==> config.mk <==
export PLATFORM = sky130hd
export DESIGN_NAME = clock_divider_bank
export DESIGN_NICKNAME = d
export VERILOG_FILES = /design/src/rtl/clock_divider_bank.sv
export SDC_FILE = /design/constraint.sdc
export NUM_CORES = 1
export LEC_CHECK = 0
export ABC_AREA = 1
export BUFFER_PORTS_ARGS = -buffer_cell sky130_fd_sc_hd__clkbuf_2
export CAP_MARGIN = 20
export CORE_MARGIN = 5
export CORE_UTILIZATION = 36
export DETAILED_ROUTE_END_ITERATION = 8
export GPL_ROUTABILITY_DRIVEN = 0
export GPL_TIMING_DRIVEN = 0
export SLEW_MARGIN = 20
export SYNTH_ARGS = -nofsm -noshare
export SYNTH_HDL_FRONTEND = slang
export SYNTH_SLANG_ARGS = --single-unit
==> constraint.sdc <==
create_clock -name clk_32f -period 2.6 [get_ports clk_32f]
set_input_delay 0.13 -clock clk_32f [delete_from_list [all_inputs] [get_ports clk_32f]]
set_output_delay 0.13 -clock clk_32f [all_outputs]
set_load 0.01 [all_outputs]
==> src/rtl/clock_divider_bank.sv <==
// Bank of runtime-programmable integer clock dividers clocked by clk_32f.
// Each lane has a shadow divisor. A new divisor is adopted only when the
// lane's counter wraps, so the lane never produces a runt pulse. A sync
// request zeroes every lane counter together and applies all shadows
// immediately, which brings the lanes back into phase.

module clock_divider_lane #(
  parameter int               CNT_W   = 8,
  parameter logic [CNT_W-1:0] DIV_RST = CNT_W'(2)
) (
  input  logic             clk_32f,
  input  logic             reset_L,
  input  logic             enable,
  input  logic             div_load,
  input  logic             sync_req,
  input  logic [CNT_W-1:0] div_new,
  output logic             clk_out,
  output logic             pending,
  output logic             wrapped,
  output logic             apply
);
  logic [CNT_W-1:0] cnt, div_act, div_shd, d_eff;
  logic             wrap;

  // Divisors 0 and 1 run as 2, so the counter always has at least two states.
  always_comb d_eff = (div_act < CNT_W'(2)) ? CNT_W'(2) : div_act;

  assign wrap  = enable && (cnt == d_eff - CNT_W'(1));
  // A sync that arrives on the same edge as the wrap takes over the apply.
  assign apply = wrap && pending && !sync_req;

  // Counter, divisor adoption, and registered output compare.
  // Invariant: when pending is 0, div_shd equals div_act. A sync can
  // therefore copy the shadow into the active divisor unconditionally.
  always_ff @(posedge clk_32f or negedge reset_L) begin
    if (!reset_L) begin
      cnt     <= '0;
      div_act <= DIV_RST;
      div_shd <= DIV_RST;
      pending <= 1'b0;
      wrapped <= 1'b0;
      clk_out <= 1'b0;
    end else begin
      if (div_load) div_shd <= div_new;
      if (sync_req) begin
        cnt     <= '0;
        div_act <= div_load ? div_new : div_shd;
        pending <= 1'b0;
        wrapped <= 1'b0;
        clk_out <= 1'b0;
      end else if (enable) begin
        cnt     <= wrap ? '0 : cnt + CNT_W'(1);
        clk_out <= (cnt < (d_eff >> 1));
        if (wrap) begin
          if (pending) begin
            div_act <= div_shd;
            wrapped <= 1'b0;
          end else begin
            wrapped <= 1'b1;
          end
        end
        // A load on the wrap edge re-arms the lane for the following wrap.
        pending <= div_load | (pending & ~wrap);
      end else begin
        clk_out <= 1'b0;
        pending <= pending | div_load;
      end
    end
  end
endmodule

module clock_divider_bank #(
  parameter int                       NUM_OUT     = 3,
  parameter int                       CNT_W       = 8,
  parameter logic [NUM_OUT*CNT_W-1:0] DIV_DEFAULT = {8'd8, 8'd16, 8'd32}
) (
  input  logic                     clk_32f,
  input  logic                     reset_L,
  input  logic                     enable,
  input  logic [NUM_OUT*CNT_W-1:0] div_in,
  input  logic                     div_load,
  input  logic                     sync_req,
  output logic [NUM_OUT-1:0]       clk_out,
  output logic                     busy,
  output logic                     locked
);
  logic [NUM_OUT-1:0] pending, wrapped, apply;

  for (genvar i = 0; i < NUM_OUT; i++) begin : g_lane
    clock_divider_lane #(
      .CNT_W  (CNT_W),
      .DIV_RST(DIV_DEFAULT[i*CNT_W +: CNT_W])
    ) u_lane (
      .clk_32f (clk_32f),
      .reset_L (reset_L),
      .enable  (enable),
      .div_load(div_load),
      .sync_req(sync_req),
      .div_new (div_in[i*CNT_W +: CNT_W]),
      .clk_out (clk_out[i]),
      .pending (pending[i]),
      .wrapped (wrapped[i]),
      .apply   (apply[i])
    );
  end

  assign busy = |pending;

  // Lock is asserted once every lane has completed a full period on its
  // current divisor. Any load, sync or apply drops it at once.
  always_ff @(posedge clk_32f or negedge reset_L) begin
    if (!reset_L)                             locked <= 1'b0;
    else if (sync_req || div_load || |apply)  locked <= 1'b0;
    else                                      locked <= (&wrapped) & ~busy;
  end
endmodule

Word-level counts from Yosys, hierarchy flattened:

Index checks and enable logic that the tools add are counted.

* multiplexer cells: 52
* bitwise logic cells: 14
* equal/unequal tests: 3
* magnitude comparators: 6
* add/sub/neg operators: 6
* reduce and logical (&&, ||, !) cells: 28

Operators by type and width (number)
* $mux W8: 27
* $mux W1: 25
* $add A8 B1 Y8 const B: 3
* $eq A8 B8 Y1: 3
* $lt A8 B2 Y1 const B: 3
* $lt A8 B7 Y1: 3
* $sub A8 B1 Y8 const B: 3
* $reduce_bool A2 Y1: 7
* $reduce_and A3 Y1: 4
* $logic_and A1 B1 Y1: 9
* $or A1 B1 Y1: 6
* $reduce_and A2 Y1: 3
* $reduce_or A3 Y1: 2
* $and A1 B1 Y1: 4
* $not A1 Y1: 4
* $logic_or A1 B1 Y1: 2
* $logic_not A1 Y1: 1

* flip-flop bits (word level): 82

Depth between registers and ports, before layout:

Gate-level depths: netlist of the first run.

* depth in word-level cells: 10
* mapped depth: 18
* mapped depth without buffers: 17

Hierarchy:

From an unflattened synthesis of the first run, not the netlist that was laid out.

* cell total of the unflattened synthesis: 779
* area, all modules: 5481.5 µm²

By module, submodules not included
* clock_divider_lane: cells an instance 254, instances 3, area each 1798.0 µm²
* clock_divider_bank: cells an instance 17, instances 1, area each 87.6 µm²

Worst setup path before layout of the first run:

Ideal clock, no wire load.

* path kind: reg-to-reg
* start point: reg g_lane[0].u_lane.div_act[5]
* end point: reg g_lane[0].u_lane.div_act[6]
* setup time: 0.066 ns
* cell stages (with the launch flop): 17
* path slack: 0.490 ns
* data arrival time: 2.044 ns
* buffers on the path: 1
* cells stage by stage: dfstp_2 nor2_1 nand2_2 inv_1 nand2_2 nand2_2 ha_1 a21oi_1 o21ai_0 nor2_1 nand3_1 nor2_2 nand3_2 nand2_4 buf_8 nand3_1 nand2_1

* word-level cells in the longest chain between the ends: 7

Ends and longest elaborated chain
* from (decl): RTL line 22 `logic [CNT_W-1:0] cnt, div_act, div_shd, d_eff;`
* from (signal assigned): RTL line 47 `div_act <= div_load ? div_new : div_shd;`
* from (signal assigned): RTL line 56 `div_act <= div_shd;`
* $lt A8 B2 Y1: RTL line 26 `always_comb d_eff = (div_act < CNT_W'(2)) ? CNT_W'(2) : div_act;`
* $mux W8 *: RTL line 26
* $sub A8 B1 Y8 *: RTL line 28 `assign wrap = enable && (cnt == d_eff - CNT_W'(1));`
* $eq A8 B8 Y1 *: RTL line 28
* $logic_and A1 B1 Y1 *: RTL line 28
* $reduce_bool A2 Y1 (no line) *
* $reduce_and A3 Y1 (no line) *

Every way passes the cells marked *; elsewhere a longest branch is shown, timed or not.
A chain may end at the register's enable or synchronous reset.

Worst setup path in the final report of the first run:

* start point: reg g_lane[0].u_lane.div_act[3]
* end point: reg g_lane[0].u_lane.div_act[5]

Same word-level chain as after synthesis.

==> results of run 1 <==
## sequential cells by signal, summed over array words and instances, names as in the netlist
name and count:
g_lane.u_lane.clk_out 3, g_lane.u_lane.cnt 24, g_lane.u_lane.div_act 24, locked 1
g_lane.u_lane.pending 3, g_lane.u_lane.wrapped 3, g_lane.u_lane.div_shd 24
## worst max-delay path, cell delays in order (launching register included)
cell     delay, ps
dfrtp_1        440
nor2_2         190
nand2_2         80
inv_1           60
nand2_2         70
nand2_2        110
ha_4           210
a21oi_2        120
o21ai_0         90
nor2_1         110
nand3_1        100
nor2_2         150
nand3_2        140
nand2_4        120
buf_8          130
nand3_1         80
nand2_1         70
## synth_stat cells (6+ instances only)
cell type / instances / area, um2
dfstp_2: 6 / 158
nor2_2: 14 / 87.6
nor2_1: 42 / 158
nor3_1: 9 / 45.0
nand2_1: 186 / 698
xor2_1: 21 / 184
dfrtp_1: 76 / 1900
inv_1: 74 / 278
nand4_1: 9 / 56.3
nand3_1: 96 / 480
mux2_2: 8 / 90.1
nand2_2: 10 / 62.6
clkbuf_1: 9 / 33.8
o21ai_0: 44 / 220
a21oi_1: 15 / 75.1
ha_1: 24 / 300
## cells in the final DEF (no fill, tap or decap), types with 5 or more instances in the layout
| cell | netlist | layout |
|---|---|---|
| o21ai_0 | 44 | 44 |
| dfrtp_1 | 76 | 74 |
| ha_1 | 24 | 22 |
| clkbuf_1 | 9 | 10 |
| mux2_2 | 8 | 8 |
| a21oi_1 | 15 | 14 |
| nor2_2 | 14 | 13 |
| nand2_1 | 186 | 186 |
| buf_4 | 4 | 11 |
| clkbuf_16 | 0 | 9 |
| nand4_1 | 9 | 9 |
| nand2_2 | 10 | 10 |
| clkbuf_2 | 0 | 30 |
| inv_1 | 74 | 73 |
| nor3_1 | 9 | 9 |
| nor2_1 | 42 | 40 |
| nand3_1 | 96 | 94 |
| xnor2_1 | 5 | 5 |
| dfstp_2 | 6 | 6 |
| xor2_1 | 21 | 21 |
## kinds of logic (layout without fill, tap and decap cells)
family | after synthesis | count (layout) | share of synthesized area
multiplexers | 8 | 8 | 0.0175
buffers and inverters | 98 | 151 | 0.0808
AO/OA/AOI/OAI | 65 | 65 | 0.0647
flip-flops | 82 | 82 | 0.401
XOR/XNOR | 27 | 27 | 0.0487
AND/OR/NAND/NOR | 376 | 376 | 0.329
adder cells (fa/ha/maj) | 24 | 24 | 0.0584
## metal layers
layer  wire length (um)  GRT usage  up-vias
met1               5750      0.202     2080
li1                   -          -     2301
met4                290     0.0703        0
met2               6100      0.268       59
met5                  0          0        -
met3                286     0.0214       20
## worst paths after layout
kind,to,start
min reg2reg,g_lane[0].u_lane.div_act[5]$_DFFE_PN1P_,g_lane[0].u_lane.div_act[5]$_DFFE_PN1P_
min in group asynchronous,g_lane[0].u_lane.div_shd[3]$_DFF_PN0_,reset_L
max in group asynchronous,g_lane[2].u_lane.div_act[6]$_DFFE_PN0P_,reset_L
max,g_lane[0].u_lane.div_act[5]$_DFFE_PN1P_,g_lane[0].u_lane.div_act[3]$_DFFE_PN0P_
min,g_lane[1].u_lane.div_shd[4]$_DFF_PN1_,div_in[12]
max reg2reg,g_lane[0].u_lane.div_act[5]$_DFFE_PN1P_,g_lane[0].u_lane.div_act[3]$_DFFE_PN0P_
## cell type report
cell class / count / area, um2 / share of cell area
Clock inverter: 3 / 65.1 / 0.0109
Timing Repair Buffer: 39 / 226 / 0.0380
Inverter: 77 / 292 / 0.0489
Clock buffer: 11 / 243 / 0.0407
Multi-Input combinational cell: 500 / 2720 / 0.457
Buffer: 21 / 124 / 0.0208
Tap cell: 180 / 225 / 0.0378
Sequential cell: 82 / 2060 / 0.346
## power by group through the flow
stage / clock (mW) / sequential, mW / combinational (mW)
after floorplan: 0 / 1.56 / 0.772
after global placement: 0 / 1.60 / 0.970
after detailed placement: 0 / 1.60 / 0.996
after CTS: 1.38 / 1.58 / 1.00
after global routing: 1.43 / 1.61 / 1.23
final: 1.34 / 1.59 / 1.06
## timing repair
item	in CTS	in global routing
hold buffers	1	0
buffers inserted	0	7
gates resized for setup	0	14
endpoints found under the setup margin	0	37
endpoints found under the hold margin	76	0
==> results.sh, run 1 <==
export IMPL_tns_ps=0
export IMPL_synth_area_per_cell_um2=7.56
export IMPL_core_um2=13900
export IMPL_required_ps=2880
export IMPL_leakage_nw=3.00
export IMPL_drive_gt1_frac=0.164
export IMPL_crit_type="reg2reg"
export IMPL_htree_levels=3
export IMPL_dp_hpwl_um=9410
export IMPL_ys_types=34
export IMPL_io_buffer_count=31
export IMPL_ys_async_sr_fraction=1.00
export IMPL_die_x_um=129
export IMPL_grt_pass1_vias=4534
export IMPL_ys_flop_type="dfrtp_1"
export IMPL_placed_cells=891
export IMPL_place_ws_ps=78.5
export IMPL_peakVddDrop_mv=0.375
export IMPL_syn_inst=680
export IMPL_internal_power_mw=2.70
export IMPL_die_y_um=129
export IMPL_clk_pin_slew_ps=60
export IMPL_r2r_slack_ps=240
export IMPL_holdCritPathClass="in2reg"
export IMPL_antenna_found_initial=0
export IMPL_cts_buffers=9
export IMPL_hold_viol_final=0
export IMPL_worstSetupStartpointType="flop"
export IMPL_grt_first_pass_wirelength_um=21300
export IMPL_cp_arrival_ps=2650
export IMPL_fillers=1414
export IMPL_die_area_um2=16800
export IMPL_netlist_area_um2=5140
export IMPL_drt_iter0_drc=218
export IMPL_setup_ws_ps=239
export IMPL_insertion_delay_ps=350
export IMPL_fin_util=0.428
export IMPL_status="completed"
export IMPL_finalCritPeriodShare=0.908
export IMPL_min_delay_path_depth=3
export IMPL_overflow=0
export IMPL_wl_per_cell_um=13.6
export IMPL_nNetsFinal=783
export IMPL_clockBufferDepth=2
export IMPL_fmax_mhz=424
export IMPL_synth_net_count=733
export IMPL_p_switching_mw=1.29
export IMPL_pwr_share_seq=0.397
export IMPL_stdcell_area_um2=5960
export IMPL_hold_ws_ps=27.6
export IMPL_cts_tree="yes"
export IMPL_fin_skew_ps=7.05
export IMPL_yosysSeqAreaShare=0.401
export IMPL_track_usage=0.158
export IMPL_wl_um=12400
export IMPL_relSlewSlack=0.548
export IMPL_yosysWarnings=0
export IMPL_p_total_mw=3.99
export IMPL_row_count=43
export IMPL_finalSetupViolations=0
export IMPL_cts_root_buf="clkbuf_16"
export IMPL_dpl_cell_area_um2=5530
export IMPL_reg2reg_depth=16
export IMPL_crit_path_max_fanout=10
export IMPL_p_sw_frac=0.324
export IMPL_diodes=0
export IMPL_num_io_pins=34
export IMPL_p_per_area_nw_per_um2=670
export IMPL_min_period_ps=2360
export IMPL_drv_cap=0
export IMPL_drv_slew=0
export IMPL_worst_pin_slew_ps=677
export IMPL_p_clk_frac=0.336
export IMPL_area_growth_pct=15.9
export IMPL_vias_per_cell=4.88
export IMPL_dr_pass1_iters=4
export IMPL_drc_errors=0
export IMPL_num_vias=4460
export IMPL_share_comb_of_total_power=0.266
export IMPL_start_util=0.369
export IMPL_synth_edf_count=0
export IMPL_drtAntennaViolNets=0
export IMPL_cp_end_kind="flop"
export IMPL_grt_max_degree=83
export IMPL_layout_cells_non_filler=913
export IMPL_synth_seq_cells=82
export IMPL_cts_num_sinks=82
Power figures use the tool's default switching activity.
==> run 2, diff against run 1 <==
--- a/config.mk
+++ b/config.mk
@@ -8,11 +8,13 @@
 export ABC_AREA = 1
 export BUFFER_PORTS_ARGS = -buffer_cell sky130_fd_sc_hd__clkbuf_2
 export CAP_MARGIN = 20
+export CORE_ASPECT_RATIO = 0.8
 export CORE_MARGIN = 5
 export CORE_UTILIZATION = 36
 export DETAILED_ROUTE_END_ITERATION = 8
 export GPL_ROUTABILITY_DRIVEN = 0
 export GPL_TIMING_DRIVEN = 0
+export PLACE_DENSITY = 0.48
 export SLEW_MARGIN = 20
 export SYNTH_ARGS = -nofsm -noshare
 export SYNTH_HDL_FRONTEND = slang
==> results.sh, run 2 (synthesis results as in run 1) <==
export IMPL_insertion_delay_ps=350
export IMPL_num_io_pins=34
export IMPL_drc_errors=0
export IMPL_required_ps=2880
export IMPL_relSlewSlack=0.541
export IMPL_area_growth_pct=15.8
export IMPL_vias_per_cell=4.90
export IMPL_hold_viol_final=0
export IMPL_r2r_start="g_lane[2].u_lane.div_act[6]$_DFFE_PN0P_"
export IMPL_holdCritPathClass="in2reg"
export IMPL_hold_ws_ps=27.8
export IMPL_leakage_nw=2.99
export IMPL_crit_path_max_fanout=10
export IMPL_diodes=0
export IMPL_pwr_share_seq=0.405
export IMPL_dr_pass1_iters=6
export IMPL_io_buffer_count=31
export IMPL_final_common_cell="nand2_1"
export IMPL_grt_pass1_vias=4373
export IMPL_row_count=39
export IMPL_reg2reg_depth=17
export IMPL_peakVddDrop_mv=0.359
export IMPL_cts_root_buf="clkbuf_16"
export IMPL_drv_slew=0
export IMPL_htree_levels=3
export IMPL_reg_top3="g_lane.u_lane.cnt (24), g_lane.u_lane.div_act (24), g_lane.u_lane.div_shd (24)"
export IMPL_min_period_ps=2410
export IMPL_fin_skew_ps=7.56
export IMPL_grt_max_degree=83
export IMPL_tns_ps=0
export IMPL_rsz0062_at_grt="true"
export IMPL_stdcell_area_um2=5950
export IMPL_share_comb_of_total_power=0.267
export IMPL_cp_arrival_ps=2690
export IMPL_cts_buffers=9
export IMPL_finalSetupViolations=0
export IMPL_nNetsFinal=781
export IMPL_p_sw_frac=0.345
export IMPL_cts_tree="yes"
export IMPL_drtAntennaViolNets=0
export IMPL_cp_end_kind="flop"
export IMPL_wl_per_cell_um=14.3
export IMPL_clk_pin_slew_ps=60
export IMPL_cts_num_sinks=82
export IMPL_die_area_um2=16800
export IMPL_overflow=0
export IMPL_reg2reg_to="g_lane[2].u_lane.div_act[4]$_DFFE_PN0P_"
export IMPL_dp_hpwl_um=9790
export IMPL_wl_um=13100
export IMPL_dpl_cell_area_um2=5530
export IMPL_p_per_area_nw_per_um2=661
export IMPL_drt_iter0_drc=229
export IMPL_num_vias=4489
export IMPL_internal_power_mw=2.58
export IMPL_worstSetupStartpointType="flop"
export IMPL_critPathCapture="g_lane[2].u_lane.div_act[4]$_DFFE_PN0P_"
export IMPL_start_util=0.363
export IMPL_r2r_slack_ps=190
export IMPL_die_y_um=117
export IMPL_fmax_mhz=415
export IMPL_worst_pin_slew_ps=688
export IMPL_final_cell_mix="nand2_1 (186), nand3_1 (94), dfrtp_1 (74)"
export IMPL_clockBufferDepth=2
export IMPL_p_clk_frac=0.328
export IMPL_crit_type="reg2reg"
export IMPL_antenna_found_initial=0
export IMPL_p_switching_mw=1.36
export IMPL_core_um2=14200
export IMPL_drive_gt1_frac=0.165
export IMPL_grt_first_pass_wirelength_um=22100
export IMPL_startpoint="g_lane[2].u_lane.div_act[6]$_DFFE_PN0P_"
export IMPL_track_usage=0.168
export IMPL_status="completed"
export IMPL_drv_cap=0
export IMPL_die_x_um=144
export IMPL_finalCritPeriodShare=0.926
## run 2: per-stage QoR
stage,utilization,power [mW],cells,setup WS (ps)
2_1_floorplan,-,2.33,680,490
5_1_grt,0.421,4.23,917,-35.3
3_5_place_dp,0.391,2.62,895,49.1
4_1_cts,0.413,3.94,912,26.3
3_3_place_gp,0.390,2.59,895,85.4
6_report,0.421,3.94,917,192
## run 2: how the worst min path moves through the flow
stage	start	end	depth (start not counted)
after CTS	div_in[17]	g_lane[2].u_lane.div_shd[1]$_DFF_PN0_	2
after global routing	div_in[9]	g_lane[1].u_lane.div_shd[1]$_DFF_PN0_	3
after floorplan	reset_L	g_lane[0].u_lane.clk_out$_DFF_PN0_	0
after detailed placement	reset_L	g_lane[0].u_lane.div_shd[2]$_DFF_PN0_	1
after global placement	div_in[7]	g_lane[0].u_lane.div_shd[7]$_DFF_PN0_	3
final	div_in[12]	g_lane[1].u_lane.div_shd[4]$_DFF_PN1_	3
## run 2: repair_timing
action,4_1_cts,5_1_grt
hold buffers,1,0
hold endpoints to repair,76,0
resized for setup,0,21
setup endpoints to repair,0,37
setup buffers,0,5
## run 2: final cells by class
cell class	count	area, um2
Fill cell	1502	8200
Multi-Input combinational cell	500	2740
Sequential cell	82	2060
Inverter	77	292
Tap cell	184	230
Clock buffer	10	229
Timing Repair Buffer	37	211
Buffer	21	128
Clock inverter	6	66.3
## run 2: routing by layer
metal  up-vias  routed length [um]  global-route usage
met4         0                 159              0.0452
met5         -                   0                   0
met1      2103                6940               0.246
met3        14                 486              0.0366
met2        67                5480               0.251
li1       2305                   -                   -
## run 2: power by group through the flow
stage               logic, mW  registers [mW]  clock network (mW)
global placement        0.986            1.61                   0
floorplan               0.772            1.56                   0
CTS                      1.02            1.59                1.34
detailed placement       1.01            1.61                   0
finish                   1.05            1.59                1.29
global route             1.23            1.62                1.38
## run 2: worst max-delay path: stages, from the launching register on
cell	delay, ps
dfrtp_1	470
nor2_2	200
nand4_4	130
nand2_2	110
ha_2	210
nand2_2	80
nor2_2	130
nand2_1	90
nand2_1	60
nand2_1	50
nand2_1	60
nand3_1	110
nor2_4	180
nand2_4	80
nand2_4	100
buf_8	140
nand3_1	80
nand2_1	70
